===== config.mk =====
export PLATFORM = sky130hd
export DESIGN_NAME = ps2_key_decoder
export DESIGN_NICKNAME = d
export VERILOG_FILES = /design/src/rtl/ps2_key_decoder.sv
export SDC_FILE = /design/constraint.sdc
export NUM_CORES = 1
export LEC_CHECK = 0
export BUFFER_PORTS_ARGS = -buffer_cell sky130_fd_sc_hd__clkbuf_2
export CORE_MARGIN = 2
export CORE_UTILIZATION = 50
export DETAILED_ROUTE_END_ITERATION = 6
export GPL_TIMING_DRIVEN = 0
export PLACE_DENSITY = 0.65
export SYNTH_ARGS = -nofsm -noshare
export SYNTH_HDL_FRONTEND = slang
export SYNTH_SLANG_ARGS = --single-unit

===== constraint.sdc =====
create_clock -name clk -period 2.4 [get_ports clk]
set_clock_uncertainty 0.2 [all_clocks]
set_input_delay 0.12 -clock clk [delete_from_list [all_inputs] [get_ports clk]]
set_output_delay 0.12 -clock clk [all_outputs]
set_load 0.005 [all_outputs]

===== src/rtl/ps2_key_decoder.sv =====
// PS/2 keyboard receiver and game-key decoder.
// Raw ps2_clk/ps2_data are synchronized and glitch filtered, then 11-bit frames
// are deframed into scan-code bytes on filtered ps2_clk falling edges. A small
// FSM tracks the F0 (break) and E0 (extended) prefixes and maps the game keys
// W/A/S/D/space to uppercase ASCII on key_code/released.
// Build option: define PS2_ARROW_KEYS_EN to map E0 6B / E0 74 (left/right
// arrows) onto 'A' / 'D'; otherwise extended codes are consumed silently.
`timescale 1ns/1ps

module ps2_key_decoder #(
    parameter int FILTER_LEN     = 4,
    parameter int TIMEOUT_CYCLES = 65_000
) (
    input  logic       clk,
    input  logic       rst,
    input  logic       ps2_clk,
    input  logic       ps2_data,
    output logic [6:0] key_code,
    output logic       released,
    output logic       key_event,
    output logic       frame_err
);

    localparam int FCNT_W = $clog2(FILTER_LEN + 1);
    localparam int TO_W   = $clog2(TIMEOUT_CYCLES + 1);
    localparam logic [FCNT_W-1:0] FCNT_LAST = FCNT_W'(FILTER_LEN - 1);
    localparam logic [TO_W-1:0]   TO_RELOAD = TO_W'(TIMEOUT_CYCLES - 1);

    localparam logic [7:0] SC_BREAK = 8'hF0;
    localparam logic [7:0] SC_EXT   = 8'hE0;

    typedef enum logic [1:0] {
        ST_IDLE,
        ST_BREAK,
        ST_EXT,
        ST_EXT_BREAK
    } state_t;

    // Plain scan code -> {hit, ascii}; hit=0 for keys the game ignores.
    function automatic logic [7:0] map_std(input logic [7:0] sc);
        logic [7:0] r;
        case (sc)
            8'h1C:   r = {1'b1, 7'd65};
            8'h23:   r = {1'b1, 7'd68};
            8'h1D:   r = {1'b1, 7'd87};
            8'h1B:   r = {1'b1, 7'd83};
            8'h29:   r = {1'b1, 7'd32};
            default: r = 8'h00;
        endcase
        return r;
    endfunction

`ifdef PS2_ARROW_KEYS_EN
    // Extended (E0-prefixed) scan code -> {hit, ascii}; arrows alias A/D.
    function automatic logic [7:0] map_ext(input logic [7:0] sc);
        logic [7:0] r;
        case (sc)
            8'h6B:   r = {1'b1, 7'd65};
            8'h74:   r = {1'b1, 7'd68};
            default: r = 8'h00;
        endcase
        return r;
    endfunction
`endif

    // Odd parity over data+parity, start low, stop high.
    function automatic logic frame_ok(input logic [10:0] f);
        return ~f[0] & (^f[9:1]) & f[10];
    endfunction

    logic              clk_s1_p0, clk_s2_p0, dat_s1_p0, dat_s2_p0;
    logic              clk_f_p1, dat_f_p1;
    logic [FCNT_W-1:0] clk_fcnt_p1, dat_fcnt_p1;
    logic              clk_f_d_p2;
    logic              fall_p2;
    logic [3:0]        bit_cnt_p2;
    logic [9:0]        shift_p2;
    logic [TO_W-1:0]   to_cnt_p2;
    logic [10:0]       frame_p2;
    logic [7:0]        byte_p3;
    logic              vld_p3;
    state_t            state, state_nxt;
    logic [6:0]        code_nxt;
    logic              rel_nxt, evt_nxt;
    logic [7:0]        std_hit;
`ifdef PS2_ARROW_KEYS_EN
    logic [7:0]        ext_hit;
`endif

    // Stage p0: two-flop synchronizers for both pad lines (idle level is high).
    always_ff @(posedge clk) begin
        if (rst) begin
            clk_s1_p0 <= 1'b1;
            clk_s2_p0 <= 1'b1;
            dat_s1_p0 <= 1'b1;
            dat_s2_p0 <= 1'b1;
        end else begin
            clk_s1_p0 <= ps2_clk;
            clk_s2_p0 <= clk_s1_p0;
            dat_s1_p0 <= ps2_data;
            dat_s2_p0 <= dat_s1_p0;
        end
    end

    // Stage p1: ps2_clk glitch filter, flips after FILTER_LEN differing samples.
    always_ff @(posedge clk) begin
        if (rst) begin
            clk_f_p1    <= 1'b1;
            clk_fcnt_p1 <= '0;
        end else if (clk_s2_p0 == clk_f_p1) begin
            clk_fcnt_p1 <= '0;
        end else if (clk_fcnt_p1 == FCNT_LAST) begin
            clk_f_p1    <= clk_s2_p0;
            clk_fcnt_p1 <= '0;
        end else begin
            clk_fcnt_p1 <= clk_fcnt_p1 + 1'b1;
        end
    end

    // Stage p1: ps2_data glitch filter, same rule as the clock line.
    always_ff @(posedge clk) begin
        if (rst) begin
            dat_f_p1    <= 1'b1;
            dat_fcnt_p1 <= '0;
        end else if (dat_s2_p0 == dat_f_p1) begin
            dat_fcnt_p1 <= '0;
        end else if (dat_fcnt_p1 == FCNT_LAST) begin
            dat_f_p1    <= dat_s2_p0;
            dat_fcnt_p1 <= '0;
        end else begin
            dat_fcnt_p1 <= dat_fcnt_p1 + 1'b1;
        end
    end

    // Stage p2: delayed filtered clock for falling-edge detection.
    always_ff @(posedge clk) begin
        if (rst) clk_f_d_p2 <= 1'b1;
        else     clk_f_d_p2 <= clk_f_p1;
    end

    assign fall_p2  = clk_f_d_p2 & ~clk_f_p1;
    // The bit arriving now completes the frame when bit_cnt_p2 == 10.
    assign frame_p2 = {dat_f_p1, shift_p2};

    // Stage p2: bit counter, frame check and mid-frame timeout.
    always_ff @(posedge clk) begin
        if (rst) begin
            bit_cnt_p2 <= '0;
            to_cnt_p2  <= TO_RELOAD;
            vld_p3     <= 1'b0;
            frame_err  <= 1'b0;
        end else begin
            vld_p3    <= 1'b0;
            frame_err <= 1'b0;
            if (fall_p2) begin
                to_cnt_p2 <= TO_RELOAD;
                if (bit_cnt_p2 == 4'd10) begin
                    bit_cnt_p2 <= '0;
                    vld_p3     <= frame_ok(frame_p2);
                    frame_err  <= ~frame_ok(frame_p2);
                end else begin
                    bit_cnt_p2 <= bit_cnt_p2 + 4'd1;
                end
            end else if (bit_cnt_p2 != 4'd0) begin
                if (to_cnt_p2 == '0) begin
                    bit_cnt_p2 <= '0;
                    frame_err  <= 1'b1;
                    to_cnt_p2  <= TO_RELOAD;
                end else begin
                    to_cnt_p2 <= to_cnt_p2 - 1'b1;
                end
            end else begin
                to_cnt_p2 <= TO_RELOAD;
            end
        end
    end

    // Stage p2 -> p3: shift in filtered data bits and latch the completed byte.
    always_ff @(posedge clk) begin
        if (fall_p2) begin
            shift_p2 <= frame_p2[10:1];
            if (bit_cnt_p2 == 4'd10) byte_p3 <= frame_p2[8:1];
        end
    end

    assign std_hit = map_std(byte_p3);
`ifdef PS2_ARROW_KEYS_EN
    assign ext_hit = map_ext(byte_p3);
`endif

    // Decoder next-state and output values, advanced only by a valid byte.
    always_comb begin
        state_nxt = state;
        code_nxt  = key_code;
        rel_nxt   = released;
        evt_nxt   = 1'b0;
        case (state)
            ST_IDLE: begin
                if (vld_p3) begin
                    if (byte_p3 == SC_BREAK) begin
                        state_nxt = ST_BREAK;
                    end else if (byte_p3 == SC_EXT) begin
                        state_nxt = ST_EXT;
                    end else if (std_hit[7]) begin
                        code_nxt = std_hit[6:0];
                        rel_nxt  = 1'b0;
                        evt_nxt  = 1'b1;
                    end
                end
            end
            ST_BREAK: begin
                if (frame_err) begin
                    state_nxt = ST_IDLE;
                end else if (vld_p3) begin
                    if (std_hit[7] && std_hit[6:0] == key_code) begin
                        rel_nxt = 1'b1;
                        evt_nxt = 1'b1;
                    end
                    state_nxt = ST_IDLE;
                end
            end
            ST_EXT: begin
                if (frame_err) begin
                    state_nxt = ST_IDLE;
                end else if (vld_p3) begin
                    if (byte_p3 == SC_BREAK) begin
                        state_nxt = ST_EXT_BREAK;
                    end else begin
`ifdef PS2_ARROW_KEYS_EN
                        if (ext_hit[7]) begin
                            code_nxt = ext_hit[6:0];
                            rel_nxt  = 1'b0;
                            evt_nxt  = 1'b1;
                        end
`endif
                        state_nxt = ST_IDLE;
                    end
                end
            end
            ST_EXT_BREAK: begin
                if (frame_err) begin
                    state_nxt = ST_IDLE;
                end else if (vld_p3) begin
`ifdef PS2_ARROW_KEYS_EN
                    if (ext_hit[7] && ext_hit[6:0] == key_code) begin
                        rel_nxt = 1'b1;
                        evt_nxt = 1'b1;
                    end
`endif
                    state_nxt = ST_IDLE;
                end
            end
            default: state_nxt = ST_IDLE;
        endcase
    end

    // Stage p3 -> out: decoder state and registered key outputs.
    always_ff @(posedge clk) begin
        if (rst) begin
            state     <= ST_IDLE;
            key_code  <= 7'd0;
            released  <= 1'b1;
            key_event <= 1'b0;
        end else begin
            state     <= state_nxt;
            key_code  <= code_nxt;
            released  <= rel_nxt;
            key_event <= evt_nxt;
        end
    end

endmodule


==> results summary <==
The tightest min-delay check is of the input port to register type. The type of the worst setup path is register to register. The library cells used most frequently in the layout, excluding fill and tap cells, are sky130_fd_sc_hd__dfxtp_1 (44), sky130_fd_sc_hd__nor2_1 (26), sky130_fd_sc_hd__nand2_1 (25), sky130_fd_sc_hd__xnor2_1 (19), sky130_fd_sc_hd__edfxtp_1 (18). The final-report setup violation count is 0. The filler cells instantiated in the layout total 457.

The clock edge transition at the registers on the reported setup and hold paths came out at ~0.06 ns. The static leakage is between 0.001 and 0.0015 uW. Summing all placed instances gives a cell area of 0.00288 mm2. The number of standard-cell rows in the floorplan came out at 26. The beginning of the worst register-to-register path is byte_p3[4]. Across the run, the number of max-cap violations was 0. The relative contribution of combinational cells to total power is between 1 and 1.5%. STA classifies the critical path endpoint as a register. The wire-length estimate of the detail-placed layout is roughly 3200 um.

The total number of H-tree levels came out at 3. The final critical-path setup slack came out at 0.147 ns. The non-filler instance count after layout came out at 366.

The count of state elements after synthesis is 62. The switching power as a share of total power came out at 19.8%. The number of global-route vias before repair is 1833. The number of buffers inserted by post-CTS setup repair is 0. The worst setup slack for register-to-register paths came out at 0.15 ns. The largest fanout of any net on the critical path came out at 7. After detailed routing, the average wire length per cell comes to around 13 um. The internal power contribution came out at ~1500 uW. The library cell contributing the largest single delay on the critical path is sky130_fd_sc_hd__edfxtp_1. The first-pass GRT wire length is 8080 um. The post-route total power is 1890 uW. The ratio of total power to cell area is 611 mW/mm2. The clock passes through at most 2 buffers. The average vias per placed instance came out at 5.07. The flow ran to the end, and the final reports show no timing, DRC or antenna violations. The final max-slew violation count is 0. The net switching power is 375 uW. Walking the worst path, the cells encountered are nor4b_2, nand4_1, nand3_1, and2_1, clkbuf_1, mux2i_1, nor2_1. The worst hold path stage count is 2. Of the available clock period, the critical path in the final layout requires 93.9%.

The fraction of registers with async set or reset after synthesis came out at 0%. The count of different cell masters after synthesis came out at 53. The number of nets in the synthesized netlist is roughly 280. Port buffering added 11 buffers. The effective utilization at floorplan came out at between 50% and 60%. The slew at the pin with the worst max-slew slack came out at roughly 0.55 ns. Dividing the synthesized area by the synthesized cell count gives approximately 10 um2. The number of design rule violations left after detail routing is 0.

Counting the buffers created by CTS gives 9. For this run, the post-layout net count is between 300 and 400. The delay of the slowest cell on the worst path is 0.49 ns. The kind of launch point of the worst setup path is a register. The count of inserted antenna diode cells came out at 0.

The maximum vdd drop came out at 0.329 mV. The maximum number of pins on one net before global-route repair is 15. The post-route antenna net violation count is 0. The count of cells along the worst register-to-register path came out at 7. The core region is 0.00520 mm2.

The clock power share came out at 42.0%. The gate count after technology mapping came out at 267. Yosys mapped a number of flops with a built-in enable equal to 18. The sequential element share of the synthesized area came out at 51.8%. The initial antenna violation count was 0.

The total clock sinks is 62. For the worst-skew pair, the clock arrives at the later sink with an insertion delay of around 0.33 ns. The detailed-router iteration count before antenna repair is 4. The most frequent standard cell in the layout excluding fill and tap cells is sky130_fd_sc_hd__dfxtp_1. The count of placed standard cells including taps came out at 348.

The terminus of the critical flop-to-flop path is key_code[2]. Adding up every negative setup slack in the final design gives 0 ns. TritonCTS built the clock tree. After global routing the overflow that remains totals 0. The post-synthesis to final-layout area growth came out at 12.8%.

The share of cells above drive strength 1 came out at 13.9%. For hold timing, the worst endpoint is dat_f_p1. The critical path data required time is 2.40 ns. The data arrival time at the worst-slack endpoint is around 2.3 ns. The startpoint identified for the worst hold timing path is rst.

The proportion of power drawn by flip-flops and latches came out at 56.9%. In this run the vertical extent of the chip is 78.0 um. The first routing iteration left 94 violations.

The floorplan die width came out at 78.0 um. The final design instance area without fill is slightly above 0.003 mm2. The headroom to the max-slew limit is 63.0%. Clock tree synthesis selected as its root buffer the cell sky130_fd_sc_hd__clkbuf_8. The cell area that synthesis handed to floorplanning was 0.00274 mm2.

The Yosys warning count is 0. The worst setup timing slack at the placement stage came out at 0.0194 ns. The number of top-level pins came out at 14.

The via count is 1854. After detailed routing, the total wire length is 4670 um. The final count of hold timing violations is 0. The global-route total usage across every layer came out at roughly 17%. The final RePlAce weighted congestion came out at 0.694.

Setup repair after global routing left no endpoint under its margin. For the finished layout, the period the worst path requires is roughly 2.3 ns. The floorplan step defined a die boundary enclosing 0.00609 mm2. The leading register cell type out of synthesis is sky130_fd_sc_hd__dfxtp_1. Based on the critical path, the design can be clocked at up to about 0.44 GHz.
## power groups by stage
stage	Sequential (uW)	Clock [uW]	Combinational, uW
floorplan	1100	0	12.3
global placement	1100	0	17.8
detailed placement	1100	0	18.0
CTS	1080	822	20.8
global route	1080	867	23.2
finish	1080	793	20.6
## flip-flops by register name (all words and copies together), names as in the netlist, 2 cells and up
| signal | cells |
|---|---|
| bit_cnt_p2 | 4 |
| clk_fcnt_p1 | 3 |
| dat_fcnt_p1 | 3 |
| key_code | 5 |
| shift_p2 | 10 |
| state | 2 |
| to_cnt_p2 | 16 |
| byte_p3 | 8 |
## area by class of cell
type | count | area (um2) | area share, %
Timing Repair Buffer | 13 | 75.1 | 2.43
Inverter | 12 | 45.0 | 1.46
Clock buffer | 15 | 166 | 5.38
Clock inverter | 1 | 5.00 | 0.162
Tap cell | 70 | 87.6 | 2.83
Multi-Input combinational cell | 185 | 1250 | 40.5
Sequential cell | 62 | 1420 | 46.0
Buffer | 8 | 38.8 | 1.25
## per-layer routing
layer	track usage, %	wire length (um)
met1	21.2	2320
met2	27.6	2140
met3	5.40	139
met4	8.42	79
met5	0	0
## timing repair
item	in CTS	in global routing
hold buffers	2	0
setup endpoints to repair	1	14
hold endpoints to repair	2	0
gates resized for setup	1	2
## through the flow
stage	hold WS, ns	util (%)
after global routing	0.136	59.4
after CTS	0.0744	59.2
final	0.115	59.4
after global placement	0.105	55.4
after floorplan	0.0238	-
after detailed placement	0.107	55.4
## cells by family after synthesis
kind of cell,count (synthesis),synth area share (%)
AOI/OAI and AO/OA,31,7.90
xor gates and xnor gates,27,8.63
adders and majority gates,8,3.65
buffers and inverters,20,3.06
DFF,62,51.8
muxes,3,1.10
other,1,0.137
and+or+nand+nor,115,23.7
## cell usage after synthesis, types with 2 or more instances
master	n	area share (%)
sky130_fd_sc_hd__nand2b_1	4	0.91
sky130_fd_sc_hd__mux2i_1	3	1.1
sky130_fd_sc_hd__and3_1	2	0.46
sky130_fd_sc_hd__nor2_1	26	3.6
sky130_fd_sc_hd__and2_1	4	0.91
sky130_fd_sc_hd__nor2b_1	4	0.91
sky130_fd_sc_hd__inv_1	12	1.6
sky130_fd_sc_hd__nor4b_1	2	0.64
sky130_fd_sc_hd__o31ai_1	3	0.82
sky130_fd_sc_hd__edfxtp_1	18	20
sky130_fd_sc_hd__a21oi_1	10	1.8
sky130_fd_sc_hd__clkbuf_1	5	0.68
sky130_fd_sc_hd__or2_2	5	1.1
sky130_fd_sc_hd__xnor2_1	19	6.1
sky130_fd_sc_hd__nor3_1	8	1.5
sky130_fd_sc_hd__or3_1	3	0.68
sky130_fd_sc_hd__nand2_1	25	3.4
sky130_fd_sc_hd__a211o_1	2	0.64
sky130_fd_sc_hd__nand3_1	4	0.73
sky130_fd_sc_hd__nor3b_1	7	1.9
sky130_fd_sc_hd__buf_4	2	0.55
sky130_fd_sc_hd__o31a_1	2	0.64
sky130_fd_sc_hd__xor2_1	8	2.6
sky130_fd_sc_hd__nand4_1	3	0.68
sky130_fd_sc_hd__nand3b_1	4	1.1
sky130_fd_sc_hd__dfxtp_1	44	32
sky130_fd_sc_hd__ha_1	8	3.7
sky130_fd_sc_hd__and3b_1	4	1.3
sky130_fd_sc_hd__o21ai_0	2	0.37
## critical path: cells and delay by family (launching register included)
| kind | cells | cell delay [ns] |
|---|---|---|
| buffers and inverters | 1 | 0.24 |
| AND/OR/NAND/NOR | 5 | 0.96 |
| multiplexers | 1 | 0.24 |
| flip-flops | 1 | 0.49 |
## how the worst max path moves through the flow
stage	end	depth (start not counted)	startpoint
global placement	to_cnt_p2[9]	6	clk_f_p1
detailed placement	to_cnt_p2[9]	6	clk_f_p1
floorplan	bit_cnt_p2[3]	6	to_cnt_p2[5]
finish	key_code[2]	7	byte_p3[4]
CTS	key_code[2]	7	byte_p3[4]
global route	key_code[0]	7	byte_p3[4]
No activity file was read; power rests on OpenSTA's default activity.
